File: src/rtl/console_writer.sv
// Console writer: turns a character byte stream into screen-RAM writes with cursor, CR/LF/BS and clears.
// Latency: printable char written the cycle after accept, 1 char / 2 cycles; CLRLINE COLS cycles, CLEAR ROWS*COLS cycles.
// Backpressure: char_ready high only in IDLE; optional `CONSOLE_TAB_EN enables TAB to next 8-column stop.
module console_writer #(
    parameter int COLS = 40,
    parameter int ROWS = 30,
    parameter int AW   = 11,
    parameter int CW   = 8
) (
    input  logic          clk,
    input  logic          rst,
    input  logic          char_valid,
    input  logic [CW-1:0] char_data,
    output logic          char_ready,
    input  logic          clear_req,
    output logic          scr_we,
    output logic [AW-1:0] scr_addr,
    output logic [CW-1:0] scr_wdata,
    output logic [AW-1:0] cursor_addr,
    output logic          busy
);
    localparam int CBW = $clog2(COLS);
    localparam int RBW = $clog2(ROWS);
    localparam logic [CBW-1:0] COL_LAST = CBW'(COLS - 1);
    localparam logic [RBW-1:0] ROW_LAST = RBW'(ROWS - 1);
    localparam logic [AW-1:0]  COLS_A   = AW'(COLS);
    localparam logic [AW-1:0]  COLS_M1  = AW'(COLS - 1);
    localparam logic [AW-1:0]  SCR_LAST = AW'(ROWS * COLS - 1);
    localparam logic [CW-1:0]  SPACE    = CW'(32);
    localparam logic [CW-1:0]  CODE_BS  = CW'(8);
    localparam logic [CW-1:0]  CODE_LF  = CW'(10);
    localparam logic [CW-1:0]  CODE_CR  = CW'(13);

    typedef enum logic [1:0] {IDLE, WRITE, CLRLINE, CLEAR} state_t;

    state_t         state, state_n;
    logic [CBW-1:0] col, col_n;
    logic [RBW-1:0] row, row_n;
    logic [AW-1:0]  cur_n, addr_n;
    logic [CW-1:0]  wdata_n;
    logic           we_n, wrap_pend, wrap_n, do_nl;

    logic [AW-1:0]  line_start, nl_cur;
    logic [RBW-1:0] nl_row;
    logic           row_wrap;

    assign line_start = cursor_addr - AW'(col);
    assign row_wrap   = (row == ROW_LAST);
    assign nl_row     = row_wrap ? '0 : row + 1'b1;
    assign nl_cur     = row_wrap ? '0 : line_start + COLS_A;

`ifdef CONSOLE_TAB_EN
    logic [CBW:0] tab_next;
    assign tab_next = ({1'b0, col} | (CBW+1)'(7)) + 1'b1;
`endif

    always_comb begin
        state_n = state;
        col_n   = col;
        row_n   = row;
        cur_n   = cursor_addr;
        we_n    = 1'b0;
        addr_n  = scr_addr;
        wdata_n = scr_wdata;
        wrap_n  = wrap_pend;
        do_nl   = 1'b0;
        case (state)
            IDLE: begin
                if (clear_req) begin
                    state_n = CLEAR;
                    we_n    = 1'b1;
                    addr_n  = '0;
                    wdata_n = SPACE;
                end else if (char_valid && char_ready) begin
                    if (char_data >= SPACE) begin
                        state_n = WRITE;
                        we_n    = 1'b1;
                        addr_n  = cursor_addr;
                        wdata_n = char_data;
                        if (col == COL_LAST) begin
                            col_n  = '0;
                            row_n  = nl_row;
                            cur_n  = nl_cur;
                            wrap_n = row_wrap;
                        end else begin
                            col_n  = col + 1'b1;
                            cur_n  = cursor_addr + 1'b1;
                            wrap_n = 1'b0;
                        end
                    end else begin
                        case (char_data)
                            CODE_CR: begin
                                col_n = '0;
                                cur_n = line_start;
                            end
                            CODE_LF: do_nl = 1'b1;
                            CODE_BS: begin
                                if (col != '0) begin
                                    state_n = WRITE;
                                    col_n   = col - 1'b1;
                                    cur_n   = cursor_addr - 1'b1;
                                    we_n    = 1'b1;
                                    addr_n  = cursor_addr - 1'b1;
                                    wdata_n = SPACE;
                                    wrap_n  = 1'b0;
                                end
                            end
`ifdef CONSOLE_TAB_EN
                            CW'(9): begin
                                if (tab_next >= (CBW+1)'(COLS)) begin
                                    do_nl = 1'b1;
                                end else begin
                                    col_n = tab_next[CBW-1:0];
                                    cur_n = line_start + AW'(tab_next);
                                end
                            end
`endif
                            default: ;
                        endcase
                    end
                end
            end
            WRITE: begin
                wrap_n = 1'b0;
                if (wrap_pend) begin
                    state_n = CLRLINE;
                    we_n    = 1'b1;
                    addr_n  = cursor_addr;
                    wdata_n = SPACE;
                end else begin
                    state_n = IDLE;
                end
            end
            CLRLINE: begin
                if (scr_addr == cursor_addr + COLS_M1) begin
                    state_n = IDLE;
                end else begin
                    we_n   = 1'b1;
                    addr_n = scr_addr + 1'b1;
                end
            end
            CLEAR: begin
                if (scr_addr == SCR_LAST) begin
                    state_n = IDLE;
                    col_n   = '0;
                    row_n   = '0;
                    cur_n   = '0;
                end else begin
                    we_n   = 1'b1;
                    addr_n = scr_addr + 1'b1;
                end
            end
            default: state_n = IDLE;
        endcase
        // Newline from LF or an overflowing TAB; wrapping off the last row clears the new row.
        if (do_nl) begin
            col_n = '0;
            row_n = nl_row;
            cur_n = nl_cur;
            if (row_wrap) begin
                state_n = CLRLINE;
                we_n    = 1'b1;
                addr_n  = nl_cur;
                wdata_n = SPACE;
            end
        end
    end

    always_ff @(posedge clk or posedge rst) begin
        if (rst) begin
            state       <= IDLE;
            col         <= '0;
            row         <= '0;
            cursor_addr <= '0;
            scr_we      <= 1'b0;
            scr_addr    <= '0;
            scr_wdata   <= '0;
            char_ready  <= 1'b1;
            busy        <= 1'b0;
            wrap_pend   <= 1'b0;
        end else begin
            state       <= state_n;
            col         <= col_n;
            row         <= row_n;
            cursor_addr <= cur_n;
            scr_we      <= we_n;
            scr_addr    <= addr_n;
            scr_wdata   <= wdata_n;
            char_ready  <= (state_n == IDLE);
            busy        <= (state_n != IDLE);
            wrap_pend   <= wrap_n;
        end
    end
endmodule
File: config.mk
export PLATFORM = sky130hd
export DESIGN_NAME = console_writer
export DESIGN_NICKNAME = d
export VERILOG_FILES = /design/src/rtl/console_writer.sv
export SDC_FILE = /design/constraint.sdc
export NUM_CORES = 1
export LEC_CHECK = 0
export BUFFER_PORTS_ARGS = -buffer_cell sky130_fd_sc_hd__buf_2
export CAP_MARGIN = 20
export CORE_ASPECT_RATIO = 2
export CORE_UTILIZATION = 50
export CTS_CLUSTER_SIZE = 16
export DETAILED_ROUTE_END_ITERATION = 12
export GPL_TIMING_DRIVEN = 0
export PLACE_DENSITY = 0.78
export SETUP_SLACK_MARGIN = 0.5
export SLEW_MARGIN = 25
export SYNTH_ARGS = -nofsm -noshare
export SYNTH_HDL_FRONTEND = slang
export SYNTH_SLANG_ARGS = --single-unit
File: constraint.sdc
create_clock -name clk -period 3.8 [get_ports clk]
set_clock_uncertainty 0.05 [all_clocks]
set_input_delay 0.76 -clock clk [delete_from_list [all_inputs] [get_ports clk]]
set_output_delay 0.76 -clock clk [all_outputs]
set_load 0.03 [all_outputs]
==> run_results.csv, run 1 <==
group,metric,value,unit
outcome,outcome,"finished, final reports clean",
clocking,path_clk_slew,0.07,ns
clocking,cts_num_sinks,47,
place,post-dp-hpwl,13.2,mm
sta,hold_violations,0,
finish,stdcell_count,799,
place,dp.cells,781,
routing,drtPass1Iterations,6,
synth,synth_top_area_frac,0.238,
synth,synth_cell_types,84,
sta,rsz0062_at_grt,"false",
sta,worst_pin_slew,0.693,ns
critical_path,worstPathArrival,3.33,ns
clocking,htreeDepth,2,
pwr,power.density,182,nW/um2
pwr,ir_worst_vdd,0.140,mV
global_route,grt_start_max_net_pins,48,
routing,antenna_left,0,
critical_path,path_class,"flip-flop to flip-flop",
critical_path,worst-path-buf-inv,2,
die,dieArea,10100,um2
finish,antenna_cells,0,
sta,fmax,313,MHz
critical_path,path_max_fanout,9,
global_route,grt_pass1_vias,5293,
synth,seq_area_frac_synth,0.243,
critical_path,crit_chain,"buf_6, clkinvlp_4, ha_2, fa_2, nor2b_4, o31a_1, or4_1, o311a_1, o21ai_1, or4_1, a31oi_1, o21ai_1",
synth,synth_edf_count,0,
routing,wire_per_inst,21.9,um
die,die_h,141,um
flow_run,maxCapViolCount,0,
synth,yosysTopAreaCell,"dfrtp_1",
sta,slew_headroom,0.538,
synth,syn-cell-area,4840,um2
sta,finalMaxSlewViolations,0,
sta,timing.final.crit_share,0.842,
synth,yosys_most_used_dff,"dfrtp_1",
critical_path,slowest_stage,"or4_1",
critical_path,critical_path.top_delay_family,"compound AO/OA/AOI/OAI gates",
global_route,grt_first_pass_wirelength,27.5,mm
finish,drive_gt1_frac,0.174,
die,start_util,0.516,
global_route,grtUsageTotal,0.352,
place,place_congestion,0.982,
critical_path,start_kind,"flip-flop",
clocking,cts_buffers,5,
sta,post-route-min-period,3.20,ns
clocking,holdBufCountCts,0,
die,die_w,71.6,um
synth,syn_inst,634,
die,ioPinCount,45,
worst_hold_path,min_path_type,"flip-flop to flip-flop",
clocking,cts_tree,"yes",
finish,synthToLayoutAreaGrowth,13.6,%
synth,synthArstFlopShare,1.00,
synth,syn_area_per_cell,7.64,um2
pwr,leakage,2.26,nW
routing,drc,0,
place,port_buffers,43,
sta,finalSetupViolations,0,
routing,via_count,5375,
synth,ys_top_cells_by_area,"dfrtp_1 24%, nand2_1 5.2%, o21ai_0 5.2%",
synth,synth_most_common_cell,"nand2_1",
clocking,cts_buffer_depth,2,
synth,syn_nets,665,
synth,ys_ff_latch,47,
global_route,gr-total-overflow,0,
die,rows,50,
critical_path,slowest_delay,0.51,ns
die,core,9380,um2
sta,setup_tns,0,ns
critical_path,cp.required,3.93,ns
routing,drt_iter0_markers,473,
critical_path,end_kind,"flip-flop",
synth,netlist_top_cells_count,"67 x nand2_1, 58 x nor2_1, 50 x o21ai_0",
global_route,antenna_found_initial,0,
routing,drt-vias-per-instance,6.73,
synth,yosysWarnings,0,
routing,wirelength,17.5,mm
finish,nNetsFinal,725,
clocking,cts-root-buf,"clkbuf_16",
clocking,clk_latency,0.30,ns
-- report_power, final --
| group | switching (mW) | internal [mW] | total (mW) |
|---|---|---|---|
| Combinational | 0.0333 | 0.0112 | 0.0445 |
| Clock | 0.214 | 0.245 | 0.459 |
| Sequential | 0 | 0.500 | 0.500 |
-- routing by layer --
| layer | global-route usage | part of all wire | up-vias |
|---|---|---|---|
| li1 | - | - | 2463 |
| met1 | 0.391 | 0.36 | 2552 |
| met2 | 0.603 | 0.52 | 275 |
| met3 | 0.0300 | 0.047 | 85 |
| met4 | 0.276 | 0.074 | 0 |
| met5 | 0 | 0 | - |
-- stage by stage --
step                       util  power (mW)  hold WS [ns]  area [um2]  setup WS [ns]
final                     0.586        1.00         0.438        5500          0.602
after global routing      0.586        1.02         0.461        5500          0.473
after global placement    0.553       0.552         0.414        5190          0.182
after CTS                 0.573        1.00         0.440        5380          0.505
after detailed placement  0.553       0.553         0.425        5190          0.213
after floorplan               -       0.534         0.395        4840          0.734
-- final timing paths --
path	start	to	slack, ns	depth (start not counted)
min	row[4]	row[4]	0.44	1
max reg2reg	cursor_addr[0]	cursor_addr[9]	0.60	12
min in group asynchronous	rst	row[1]	0.50	2
max in group asynchronous	rst	cursor_addr[1]	2.74	2
max	cursor_addr[0]	cursor_addr[9]	0.60	12
min reg2reg	row[4]	row[4]	0.44	1
-- cells in the final DEF (no fill, tap or decap), types with 4 or more instances in the layout --
cell | Yosys | final
o21ai_1 | 15 | 14
a21o_1 | 5 | 5
o31a_1 | 5 | 5
nor2_1 | 58 | 56
a31oi_1 | 10 | 9
o221ai_1 | 5 | 5
ha_1 | 18 | 17
nand2_1 | 67 | 67
o21ai_0 | 50 | 50
clkbuf_1 | 29 | 28
a2bb2oi_1 | 4 | 4
a21oi_1 | 36 | 36
xnor2_1 | 24 | 22
a22oi_1 | 11 | 11
mux2i_1 | 5 | 5
o21a_1 | 4 | 4
mux2_2 | 4 | 4
a221oi_1 | 5 | 5
buf_2 | 9 | 52
inv_1 | 23 | 21
nor2b_1 | 6 | 5
a211oi_1 | 8 | 8
and3_1 | 5 | 5
nor3_1 | 18 | 16
or2_2 | 7 | 7
or3_1 | 12 | 12
nand3_1 | 15 | 15
nor3_2 | 3 | 5
nand4_1 | 8 | 8
dfrtp_1 | 46 | 45
buf_1 | 4 | 4
buf_4 | 2 | 12
nor4_1 | 4 | 4
and2_1 | 6 | 6
xor2_1 | 14 | 14
o211ai_1 | 5 | 5
clkbuf_16 | 0 | 5
o22ai_1 | 7 | 7
o31ai_1 | 9 | 9
nand2b_1 | 5 | 5
-- logic make-up after synthesis --
| logic type | synth area share |
|---|---|
| xor+xnor | 0.0733 |
| buf+inv | 0.0581 |
| compound gates | 0.307 |
| fa+ha+maj | 0.0506 |
| simple gates | 0.248 |
| mux | 0.0196 |
| flops | 0.243 |
-- repair_timing --
item | CTS | global route
pin swaps | 2 | 1
buffers inserted | 4 | 6
hold endpoints to repair | 0 | 0
gates resized for setup | 2 | 22
endpoints found under the setup margin | 10 | 30
-- state kept, by name (all words and copies together), names as in the netlist --
signal,cells
busy,1
char_ready,1
cursor_addr,11
row,5
scr_addr,11
scr_wdata,8
col,6
state,2
scr_we,1
wrap_pend,1
-- layout make-up --
class | count | area, um2
plain buffers | 45 | 198
clock buffers | 6 | 129
clock inverters | 2 | 13.8
fillers | 882 | 3880
inverters | 23 | 92.6
multi-input cells | 519 | 3470
flip-flops and latches | 47 | 1180
well taps | 104 | 130
repair buffers | 53 | 290
Power figures use the tool's default switching activity.
==> inputs of run 2 (changes only) <==
clock period = 3 ns   (was 3.8 ns; I/O delays follow)
==> run_results.csv, run 2 (same netlist as run 1, synthesis figures left out) <==
group,metric,value,unit
outcome,outcome,"finished, final reports clean",
critical_path,path_class,"flip-flop to flip-flop",
sta,post-route-min-period,2.92,ns
die,die_h,141,um
global_route,grt_pass1_vias,5932,
critical_path,start_kind,"flip-flop",
finish,synthToLayoutAreaGrowth,40.3,%
global_route,met2_usage,0.675,
sta,hold_violations,0,
routing,drtPass1Iterations,5,
pwr,comb_power_share,0.051,
critical_path,slowest_stage,"or4b_4",
critical_path,reg2reg_depth,12,
clocking,cts_buffer_depth,2,
routing,via_count,6071,
clocking,cts_num_sinks,47,
critical_path,r2r_start,"col[1]",
flow_run,maxCapViolCount,0,
routing,drc,0,
routing,wire_per_inst,23.5,um
routing,wirelength,20.4,mm
pwr,leakage,2.83,nW
global_route,grtUsageMet3,0.0658,
clocking,clk_latency,0.30,ns
finish,mostFrequentLayoutCell,"buf_4",
routing,drt_iter0_markers,607,
pwr,power.density,191,nW/um2
global_route,grtUsageTotal,0.394,
global_route,antenna_found_initial,0,
die,rows,50,
critical_path,slowest_delay,0.47,ns
finish,reg_top3,"cursor_addr (11), scr_addr (11), scr_wdata (8)",
critical_path,end_kind,"flip-flop",
global_route,grt_start_max_net_pins,48,
place,post-dp-hpwl,13.2,mm
place,port_buffers,43,
sta,slew_headroom,0.524,
place,dp.cells,781,
pwr,p_int,0.961,mW
die,ioPinCount,45,
clocking,path_clk_slew,0.07,ns
sta,timing.final.crit_share,0.974,
sta,finalSetupViolations,0,
critical_path,crit_chain,"inv_2, buf_6, buf_6, ha_4, or4b_4, o211ai_1, or3_1, clkbuf_8, o21ai_0, a222oi_1, o22a_1, o41ai_2",
sta,finalMaxSlewViolations,0,
finish,antenna_cells,0,
clocking,cts-root-buf,"clkbuf_16",
global_route,grt_util_met1,0.397,
critical_path,worstReg2RegEnd,"scr_addr[8]",
routing,antenna_left,0,
die,die_w,71.6,um
die,dieArea,10100,um2
finish,drive_gt1_frac,0.387,
clocking,cts_tree,"yes",
sta,worst_pin_slew,0.712,ns
critical_path,cp.required,3.11,ns
global_route,grt-busiest-layer,"met2",
pwr,clock_power_share,0.461,
critical_path,path_common_cell,"buf_6",
pwr,netSwitchingPower,0.337,mW
clocking,htreeDepth,2,
critical_path,path_max_fanout,3,
sta,fmax,342,MHz
finish,stdcell_count,871,
die,core,9380,um2
pwr,ir_worst_vdd,0.205,mV
global_route,gr-total-overflow,0,
pwr,finalPower,1.30,mW
pwr,power_frac_seq,0.488,
clocking,cts_buffers,5,
worst_hold_path,min_path_type,"primary input to async pin",
critical_path,rrSetupSlack,0.08,ns
sta,rsz0062_at_grt,"true",
die,start_util,0.516,
finish,final_cell_mix,"67 x buf_4, 57 x nand2_1, 54 x nor2_1, 50 x buf_2, 36 x o21ai_0",
finish,nNetsFinal,797,
place,place_congestion,1.00,
routing,drt-vias-per-instance,6.97,
pwr,p_sw_frac,0.260,
critical_path,worstPathArrival,3.03,ns
global_route,grt_first_pass_wirelength,30.4,mm
==> run 2: changes by cell type in the layout (fill, tap and decap cells not counted), sizes merged <==
cell / before / now
buf: 69 / 141
clkinvlp: 1 / 0
inv: 22 / 23
==> run 2: power groups by stage <==
stage / sequential (mW) / combinational [mW] / clock [mW]
finish: 0.633 / 0.0661 / 0.599
global route: 0.633 / 0.0710 / 0.610
CTS: 0.633 / 0.0619 / 0.586
detailed placement: 0.645 / 0.0552 / 0
global placement: 0.646 / 0.0532 / 0
floorplan: 0.646 / 0.0313 / 0
==> run 2: routing by layer <==
| layer | share of wire | vias up |
|---|---|---|
| met5 | 0 | - |
| met4 | 0.11 | 0 |
| met3 | 0.075 | 151 |
| met2 | 0.50 | 409 |
| met1 | 0.32 | 2900 |
| li1 | - | 2611 |
==> run 2: how the worst max path moves through the flow <==
stage | slack [ns] | to | cells after the start | start
3_5_place_dp | -0.34 | cursor_addr[6] | 9 | char_data[2]
4_1_cts | 0.15 | cursor_addr[9] | 12 | cursor_addr[0]
6_report | 0.08 | scr_addr[8] | 12 | col[1]
5_1_grt | 0.02 | cursor_addr[9] | 12 | cursor_addr[0]
2_1_floorplan | 0.22 | cursor_addr[9] | 9 | cursor_addr[1]
3_3_place_gp | -0.37 | cursor_addr[6] | 9 | char_data[2]
==> run 2: cell type report <==
type / count / area, um2
plain buffers: 45 / 268
clock buffers: 6 / 129
clock inverters: 2 / 13.8
fillers: 690 / 2580
inverters: 23 / 96.3
multi-input cells: 519 / 4060
flip-flops and latches: 47 / 1190
well taps: 104 / 130
repair buffers: 125 / 908
==> run 2: through the flow <==
stage / utilization / TNS, ns / hold WS, ns / instance area [um2] / setup WS (ns)
floorplan: - / 0 / 0.395 / 4980 / 0.221
global placement: 0.567 / -2.98 / 0.430 / 5320 / -0.366
detailed placement: 0.568 / -4.50 / 0.438 / 5330 / -0.340
CTS: 0.676 / 0 / 0.363 / 6350 / 0.154
global route: 0.725 / 0 / 0.386 / 6800 / 0.0232
finish: 0.725 / 0 / 0.329 / 6800 / 0.0785
==> run 2: repair_timing <==
action                     4_1_cts  5_1_grt
pin swaps                       47       35
hold buffers                     0        0
setup endpoints to repair       47       45
gates cloned                     0        1
setup buffers                   63       18
resized for setup              100       74
==> run 2: critical path, delay by kind of cell, from the launching register on <==
family | cells | cell delay, ns
AO/OA/AOI/OAI | 5 | 1.08
buffers and inverters | 4 | 0.46
adder cells (fa/ha/maj) | 1 | 0.12
AND/OR/NAND/NOR | 2 | 0.63
flip-flops | 1 | 0.43
==> inputs of run 3 (changes only) <==
CORE_ASPECT_RATIO = 1.75   (was 2)
==> run_results.csv, run 3 (same netlist as run 1, synthesis figures left out) <==
group,metric,value,unit
outcome,outcome,"finished, final reports clean",
routing,drt_iter0_markers,582,
clocking,clk_latency,0.31,ns
sta,worst_pin_slew,0.735,ns
finish,fillerInstances,711,
die,ioPinCount,45,
finish,final_cell_mix,"63 x buf_4, 59 x nand2_1, 54 x nor2_1, 50 x buf_2, 39 x o21ai_0",
die,core,9410,um2
clocking,htreeDepth,2,
die,start_util,0.515,
critical_path,start_kind,"flip-flop",
clocking,path_clk_slew,0.08,ns
global_route,grt_start_max_net_pins,26,
clocking,holdBufCountCts,0,
worst_hold_path,min_path_type,"primary input to async pin",
finish,seqCellArea,1190,um2
finish,utilization,0.717,
critical_path,path_max_fanout,5,
place,post-dp-hpwl,12.8,mm
routing,antenna_left,0,
sta,timing.final.crit_share,0.980,
clocking,cts_buffers,5,
sta,rsz0062_at_grt,"true",
finish,reg_top3,"cursor_addr (11), scr_addr (11), scr_wdata (8)",
die,die_w,76.4,um
global_route,grtUsageTotal,0.368,
die,die_h,132,um
finish,synthToLayoutAreaGrowth,39.3,%
sta,finalMaxSlewViolations,0,
critical_path,cp.required,3.14,ns
clocking,cts-root-buf,"clkbuf_16",
global_route,gr-total-overflow,0,
pwr,finalPower,1.32,mW
die,dieArea,10100,um2
critical_path,worstPathArrival,3.08,ns
sta,slew_headroom,0.509,
place,dp_slack,-0.333,ns
global_route,grt_first_pass_wirelength,28.9,mm
sta,setup_ws,0.0611,ns
global_route,antenna_found_initial,0,
finish,stdcell_count,883,
routing,drc,0,
routing,drtPass1Iterations,5,
pwr,leakage,2.76,nW
global_route,grt_pass1_vias,5687,
routing,wirelength,19.6,mm
die,rows,47,
place,dp.cells,800,
pwr,ir_worst_vdd,0.211,mV
place,place_congestion,0.977,
finish,drive_gt1_frac,0.369,
sta,hold_violations,0,
critical_path,path_class,"flip-flop to flip-flop",
sta,fmax,340,MHz
clocking,cts_tree,"yes",
flow_run,maxCapViolCount,0,
routing,wire_per_inst,22.2,um
sta,post-route-min-period,2.94,ns
routing,drt-vias-per-instance,6.63,
sta,worst_hold_slack,0.297,ns
sta,finalSetupViolations,0,
clocking,cts_buffer_depth,2,
finish,multi_input_area,4010,um2
finish,antenna_cells,0,
finish,nNetsFinal,791,
place,port_buffers,43,
clocking,cts_num_sinks,47,
finish,mostFrequentLayoutCell,"buf_4",
pwr,power.density,196,nW/um2
critical_path,end_kind,"flip-flop",
routing,via_count,5857,
==> run 3: cell count changes in the layout (fill, tap and decap cells not counted), sizes merged <==
cell	delta
buf	-6
clkinv	-1
clkinvlp	+1
clkbuf	+1
inv	-1
==> run 3: worst max-delay path, stage by stage, from the launching register on <==
cell,delay (ns)
dfrtp_2,0.48
buf_4,0.16
buf_6,0.11
or4_4,0.52
a311o_1,0.37
a31oi_4,0.29
nor3_4,0.09
buf_6,0.15
a21oi_4,0.14
a31oi_2,0.11
o41ai_2,0.32
==> run 3: cell type report <==
type / instances / area share
Sequential cell: 47 / 0.177
Inverter: 23 / 0.0156
Tap cell: 122 / 0.0226
Multi-Input combinational cell: 519 / 0.594
Clock buffer: 7 / 0.0211
Buffer: 45 / 0.0362
Timing Repair Buffer: 119 / 0.133
Clock inverter: 1 / 0.00130
==> run 3: power by group <==
group	internal (mW)	total (mW)	switching (mW)	leakage, nW
clock	0.337	0.619	0.283	0.0745
sequential	0.633	0.633	0	0.585
combinational	0.0183	0.0669	0.0486	2.10
==> run 3: path summary, 6_finish.rpt <==
check / start / endpoint / slack [ns] / cells after the start
max: cursor_addr[1] / scr_addr[8] / 0.06 / 10
min: rst / cursor_addr[1] / 0.30 / 2
max in group asynchronous: rst / char_ready / 1.99 / 3
min reg2reg: row[4] / row[4] / 0.46 / 1
min in group clk: row[4] / row[4] / 0.46 / 1
max reg2reg: cursor_addr[1] / scr_addr[8] / 0.06 / 10
==> run 3: per-layer routing <==
layer,vias up,part of all wire,global-route usage
met1,2744,0.34,0.381
met5,-,0,0
met4,0,0.097,0.309
met2,373,0.50,0.650
li1,2609,-,-
met3,131,0.063,0.0471
==> run 3: through the flow <==
| stage | TNS, ns | area (um2) |
|---|---|---|
| 6_report | 0 | 6750 |
| 5_1_grt | -0.0356 | 6750 |
| 4_1_cts | 0 | 6290 |
| 3_5_place_dp | -3.42 | 5370 |
| 3_3_place_gp | -1.93 | 5350 |
| 2_1_floorplan | 0 | 4980 |
==> run 3: what timing repair did <==
item / CTS / global route
gates resized for setup: 89 / 65
cloned: 0 / 2
setup endpoints to repair: 47 / 46
setup buffers: 54 / 19
pin swaps: 45 / 34
